## src/rtl/gfx_addr_arbiter.sv

```systemverilog
// Round-robin arbiter sharing one pixel address calculator among NREQ drawing engines,
// with tag pipeline and drained configuration update. Define GFX_ADDR_ARB_PRIO_EN for fixed priority.
module gfx_addr_arbiter #(
  parameter int NREQ = 4,
  parameter int LAT  = 3,
  parameter int BN   = 6
) (
  input  logic               clk,
  input  logic               rst_n,
  input  logic [NREQ-1:0]    req_valid_i,
  output logic [NREQ-1:0]    req_ready_o,
  input  logic [NREQ*16-1:0] req_x_i,
  input  logic [NREQ*16-1:0] req_y_i,
  input  logic [31:0]        cfg_base_i,
  input  logic [1:0]         cfg_depth_i,
  input  logic [15:0]        cfg_width_i,
  input  logic               cfg_upd_i,
  output logic               cfg_busy_o,
  output logic [15:0]        calc_x_o,
  output logic [15:0]        calc_y_o,
  output logic [31:0]        calc_base_o,
  output logic [1:0]         calc_depth_o,
  output logic [15:0]        calc_width_o,
  input  logic [31:0]        calc_address_i,
  input  logic [BN:0]        calc_mb_i,
  input  logic [BN:0]        calc_me_i,
  input  logic [BN:0]        calc_ce_i,
  output logic [NREQ-1:0]    rsp_valid_o,
  output logic [31:0]        rsp_address_o,
  output logic [BN:0]        rsp_mb_o,
  output logic [BN:0]        rsp_me_o,
  output logic [BN:0]        rsp_ce_o,
  output logic               idle_o
);

  localparam int         IW    = (NREQ > 1) ? $clog2(NREQ) : 1;
  localparam logic [1:0] BPP16 = 2'd1;

  typedef enum logic [1:0] {S_RUN, S_DRAIN, S_APPLY, S_SETTLE} state_t;

  state_t          r_state;
  logic            r_settle;
  logic            r_again;
  logic            r_busy;
  logic [LAT-1:0]  r_tag_vld;
  logic [IW-1:0]   r_tag_id [LAT];
  logic [NREQ-1:0] r_rsp_vld;
  logic [15:0]     r_x, r_y;
  logic [31:0]     r_base, r_pend_base;
  logic [1:0]      r_depth, r_pend_depth;
  logic [15:0]     r_width, r_pend_width;
  logic [BN:0]     r_mb_d, r_me_d, r_ce_d;
  logic [31:0]     r_rsp_addr;
  logic [BN:0]     r_rsp_mb, r_rsp_me, r_rsp_ce;
  logic            w_any;
  logic            w_fire;
  logic [IW-1:0]   w_win;

  function automatic logic [NREQ-1:0] f_onehot(input logic [IW-1:0] id);
    return {{(NREQ-1){1'b0}}, 1'b1} << id;
  endfunction

`ifdef GFX_ADDR_ARB_PRIO_EN
  always_comb begin
    w_any = 1'b0;
    w_win = '0;
    for (int i = NREQ - 1; i >= 0; i--) begin
      if (req_valid_i[i]) begin
        w_any = 1'b1;
        w_win = IW'(i);
      end
    end
  end
`else
  logic [IW-1:0] r_ptr;

  // Search starts at r_ptr, the requester after the last one granted.
  always_comb begin
    int v_idx;
    w_any = 1'b0;
    w_win = '0;
    v_idx = 0;
    for (int i = 0; i < NREQ; i++) begin
      v_idx = int'(r_ptr) + i;
      if (v_idx >= NREQ) v_idx = v_idx - NREQ;
      if (!w_any && req_valid_i[v_idx]) begin
        w_any = 1'b1;
        w_win = IW'(v_idx);
      end
    end
  end

  always_ff @(posedge clk or negedge rst_n) begin
    if (!rst_n) r_ptr <= '0;
    else if (w_fire) r_ptr <= (w_win == IW'(NREQ - 1)) ? '0 : w_win + 1'b1;
  end
`endif

  assign w_fire      = (r_state == S_RUN) && w_any;
  assign req_ready_o = (w_fire && rst_n) ? f_onehot(w_win) : '0;

  always_ff @(posedge clk or negedge rst_n) begin
    if (!rst_n) begin
      r_state    <= S_RUN;
      r_settle   <= 1'b0;
      r_again    <= 1'b0;
      r_busy     <= 1'b0;
      r_tag_vld  <= '0;
      r_rsp_vld  <= '0;
      r_x        <= '0;
      r_y        <= '0;
      r_base     <= '0;
      r_depth    <= BPP16;
      r_width    <= '0;
      r_rsp_addr <= '0;
      r_rsp_mb   <= '0;
      r_rsp_me   <= '0;
      r_rsp_ce   <= '0;
    end else begin
      r_tag_vld <= {r_tag_vld[LAT-2:0], w_fire};
      r_rsp_vld <= r_tag_vld[LAT-1] ? f_onehot(r_tag_id[LAT-1]) : '0;
      // Masks arrive a cycle ahead of the address; the delayed copy pairs them up.
      if (r_tag_vld[LAT-1]) begin
        r_rsp_addr <= calc_address_i;
        r_rsp_mb   <= r_mb_d;
        r_rsp_me   <= r_me_d;
        r_rsp_ce   <= r_ce_d;
      end
      if (w_fire) begin
        r_x <= req_x_i[16*w_win +: 16];
        r_y <= req_y_i[16*w_win +: 16];
      end
      if (cfg_upd_i) begin
        r_busy  <= 1'b1;
        r_again <= 1'b1;
      end
      case (r_state)
        S_RUN: if (cfg_upd_i) r_state <= S_DRAIN;
        S_DRAIN: if ((r_tag_vld == '0) && (r_rsp_vld == '0)) r_state <= S_APPLY;
        S_APPLY: begin
          r_base   <= r_pend_base;
          r_depth  <= r_pend_depth;
          r_width  <= r_pend_width;
          r_again  <= cfg_upd_i;
          r_settle <= 1'b0;
          r_state  <= S_SETTLE;
        end
        S_SETTLE: begin
          if (!r_settle) begin
            r_settle <= 1'b1;
          end else if (r_again || cfg_upd_i) begin
            // A pulse landed after the copy; run the sequence again for it.
            r_state <= S_DRAIN;
          end else begin
            r_busy  <= 1'b0;
            r_state <= S_RUN;
          end
        end
        default: r_state <= S_RUN;
      endcase
    end
  end

  always_ff @(posedge clk) begin
    r_tag_id[0] <= w_win;
    for (int i = 1; i < LAT; i++) r_tag_id[i] <= r_tag_id[i-1];
    r_mb_d <= calc_mb_i;
    r_me_d <= calc_me_i;
    r_ce_d <= calc_ce_i;
    if (cfg_upd_i) begin
      r_pend_base  <= cfg_base_i;
      r_pend_depth <= cfg_depth_i;
      r_pend_width <= cfg_width_i;
    end
  end

  assign cfg_busy_o    = r_busy;
  assign calc_x_o      = r_x;
  assign calc_y_o      = r_y;
  assign calc_base_o   = r_base;
  assign calc_depth_o  = r_depth;
  assign calc_width_o  = r_width;
  assign rsp_valid_o   = r_rsp_vld;
  assign rsp_address_o = r_rsp_addr;
  assign rsp_mb_o      = r_rsp_mb;
  assign rsp_me_o      = r_rsp_me;
  assign rsp_ce_o      = r_rsp_ce;
  assign idle_o        = (r_state == S_RUN) && (r_tag_vld == '0) && (r_rsp_vld == '0);

endmodule

```

## config.mk

```make
export PLATFORM = sky130hd
export DESIGN_NAME = gfx_addr_arbiter
export DESIGN_NICKNAME = d
export VERILOG_FILES = /design/src/rtl/gfx_addr_arbiter.sv
export SDC_FILE = /design/constraint.sdc
export NUM_CORES = 1
export LEC_CHECK = 0
export ABC_AREA = 1
export CORE_MARGIN = 2
export CORE_UTILIZATION = 40
export DETAILED_ROUTE_END_ITERATION = 16
export PLACE_DENSITY = 0.82
export SYNTH_ARGS = -nofsm -noshare
export SYNTH_HDL_FRONTEND = slang
export SYNTH_SLANG_ARGS = --single-unit
```

## constraint.sdc

```tcl
create_clock -name clk -period 1.9 [get_ports clk]
set_input_delay 0.38 -clock clk [delete_from_list [all_inputs] [get_ports clk]]
set_output_delay 0.38 -clock clk [all_outputs]
set_load 0.005 [all_outputs]
```

==> metrics.txt <==
status=complete, but fails checks; failing checks=hold timing, setup timing; CP arrival=~2.4 ns; row count=between 50 and 60; via count=8645; die height=159 um; Max Clk Rate=363 MHz; largest net degree at the start of global routing=150; crit start category=register; DRT iter0 DRCs=550; clock tree sinks=226; Rel. slew slack=0.436; GR Overflow Total=0; HP Class=in2async; Syn Inst Count=between 1000 and 1500; CP Capture Type=primary output; most frequent cells after synthesis=nand2_1, dfrtp_1, inv_1; CTS tree=done; WS Path Type=reg2out; synthesized cell area=0.00963 mm2; die width=159 um; DRT Pass-1 Iters=5; fraction of layout cells with a size suffix above 1=0.148; # Max-Cap Violations=0; Final nets=~1700; Pleak=7.14 nW; area of the die=between 0.02 and 0.03 mm2; Final Total Pwr=27.9 mW; boundary pin count=383; crit-path max FO=8; top-area cell type share of the netlist area=0.385; # hold bufs at CTS=0; diodes inserted=0; actual slew at the worst max-slew pin=approximately 0.85 ns; PwrDens=1840 mW/mm2; worst ir drop on vdd=0.00126 V; unrepaired setup endpoints after global routing=yes; core area=roughly 0.024 mm2; Final WS setup=-0.856 ns; Async SR Flop Fraction=0.659; synth unique cells=30; yosys warns=0; Final Hold Viols=4; Root Buffer=clkbuf_16; DP HPWL=19.9 mm; final worst path period need=2.76 ns; CP Launch Point=r_ptr[0]; I/O Buffers=382; number of flops mapped to enable cells by yosys=50; worst-case clock buffer depth=3; antenna violations before repair=0; syn_area_per_cell=~9.4 um2; DRC=0; GRT Util Overall=0.229; Synth Register Bits=226; DRT Wirelength=29.8 mm; GPL Wtd Cong=around 0.9; Num CTS Buffers=23; ys flop type=dfrtp_1; count of final max-slew check failures=0; vias per inst=4.90; WP data required=1.52 ns; final antenna-violating net count=0; synth top area cells=dfrtp_1, nand2_1, edfxtp_1; skew final=roughly 0.021 ns; Syn Nets=roughly 1300; start of the worst register-to-register path=r_ptr[0]; Clock transition at path regs=0.07 ns; vias in the first global route=8502; CTS H-tree lvls=1; period utilization=1.45; Area Overhead vs Synth=57.6%; Initial Util=0.409; Final setup viols=40; first-pass GRT wire length=roughly 47 mm; wire per inst=~17 um; clock latency on the worst-skew pair=between 0.5 and 0.6 ns; sequential area share after synthesis=0.599; Layout Utilization=0.645; most frequent cell after synthesis=nand2_1; Yosys top cell by area=dfrtp_1; WHS=-0.0241 ns
## metrics by stage
stage / instance area [um2] / setup slack [ns] / TNS [ns] / instances
after floorplan: 9730 / -0.00937 / -0.0199 / 1025
after global placement: 13900 / -0.943 / -30.00 / 1699
after detailed placement: 13900 / -0.980 / -32.04 / 1699
after CTS: 15100 / -0.833 / -20.31 / 1763
after global routing: 15200 / -0.955 / -24.81 / 1765
final: 15200 / -0.856 / -20.69 / 1765
## layout by cell type (no fill, tap or decap), types with 3 or more instances in the layout
cell type,n
nand2_1,434
clkdlybuf4s50_1,373
dfrtp_1,146
inv_1,80
nand4_1,64
mux2_2,50
edfxtp_1,50
nand3_1,32
buf_4,32
dfxtp_1,27
clkbuf_16,24
nand2_2,14
buf_6,14
nor2_1,9
buf_12,8
nand2_4,7
inv_2,6
nand3_4,6
inv_4,6
buf_2,6
nand3_2,5
clkinv_2,5
nor3_1,4
clkbuf_8,4
a21oi_1,3
ha_4,3
ha_1,3
buf_16,3
## report_power, final
| part | total (mW) | switching, mW | internal [mW] | leakage [nW] |
|---|---|---|---|---|
| Sequential | 7.63 | 0.910 | 6.72 | 2.53 |
| Clock | 4.58 | 1.94 | 2.64 | 0.391 |
| Combinational | 15.7 | 7.89 | 7.81 | 4.22 |
| Total | 27.9 | 10.7 | 17.2 | 7.14 |
## worst max-delay path, stage by stage (launching register included)
cell	delay, ns
dfrtp_2	0.49
inv_8	0.11
buf_12	0.11
nand2_4	0.06
nand3_4	0.08
nand2_4	0.07
nor2_4	0.19
nand3_4	0.13
nand3_4	0.14
buf_4	0.14
ha_4	0.11
inv_1	0.03
nor2_1	0.08
buf_2	0.12
## path summary, 6_finish.rpt
check | endpoint | slack [ns] | cells past startpoint
setup / recovery | req_ready_o[2] | -0.86 | 13
min in group clk | r_again | 0.24 | 3
max in group asynchronous | calc_x_o[3] | 1.25 | 2
hold / removal | calc_x_o[13] | -0.02 | 2
setup reg to reg | calc_x_o[8] | -0.62 | 18
hold reg to reg | r_tag_id[0][3] | 0.33 | 0
## state kept, by name, summed over array words and instances, names as in the netlist, 2 cells and up
| signal | flops |
|---|---|
| r_pend_width | 16 |
| r_state | 2 |
| calc_depth_o | 2 |
| calc_y_o | 16 |
| rsp_address_o | 32 |
| rsp_ce_o | 7 |
| r_me_d | 7 |
| r_mb_d | 7 |
| calc_width_o | 16 |
| r_ptr | 2 |
| r_pend_depth | 2 |
| r_pend_base | 32 |
| r_tag_vld | 3 |
| rsp_mb_o | 7 |
| rsp_valid_o | 4 |
| calc_x_o | 16 |
| r_tag_id | 6 |
| r_ce_d | 7 |
| calc_base_o | 32 |
| rsp_me_o | 7 |
## timing repair
item / 4_1_cts / 5_1_grt
endpoints found under the setup margin: 42 / 42
pin swaps: 13 / 2
cloned: 4 / 0
endpoints found under the hold margin: 0 / 0
setup buffers: 18 / 2
resized for setup: 64 / 19
## cell families after synthesis
| family | share of synthesized area |
|---|---|
| flops | 0.599 |
| buf+inv | 0.0694 |
| compound gates | 0.00702 |
| simple gates | 0.257 |
| fa+ha+maj | 0.00910 |
| mux | 0.0585 |
## final cells by class
type	instances	area (um2)
inverters	90	353
well taps	319	399
repair buffers	439	4480
clock inverters	13	119
flip-flops and latches	226	5770
clock buffers	29	659
multi-input cells	649	3400
fillers	1834	8360
## routing by layer
metal | GRT usage | wire length, um | part of all wire
met1 | 0.278 | 11600 | 0.39
met2 | 0.399 | 14700 | 0.49
met3 | 0.0534 | 2390 | 0.080
met4 | 0.0810 | 1050 | 0.035
met5 | 0 | 0 | 0
(Power assumes the default switching activity.)
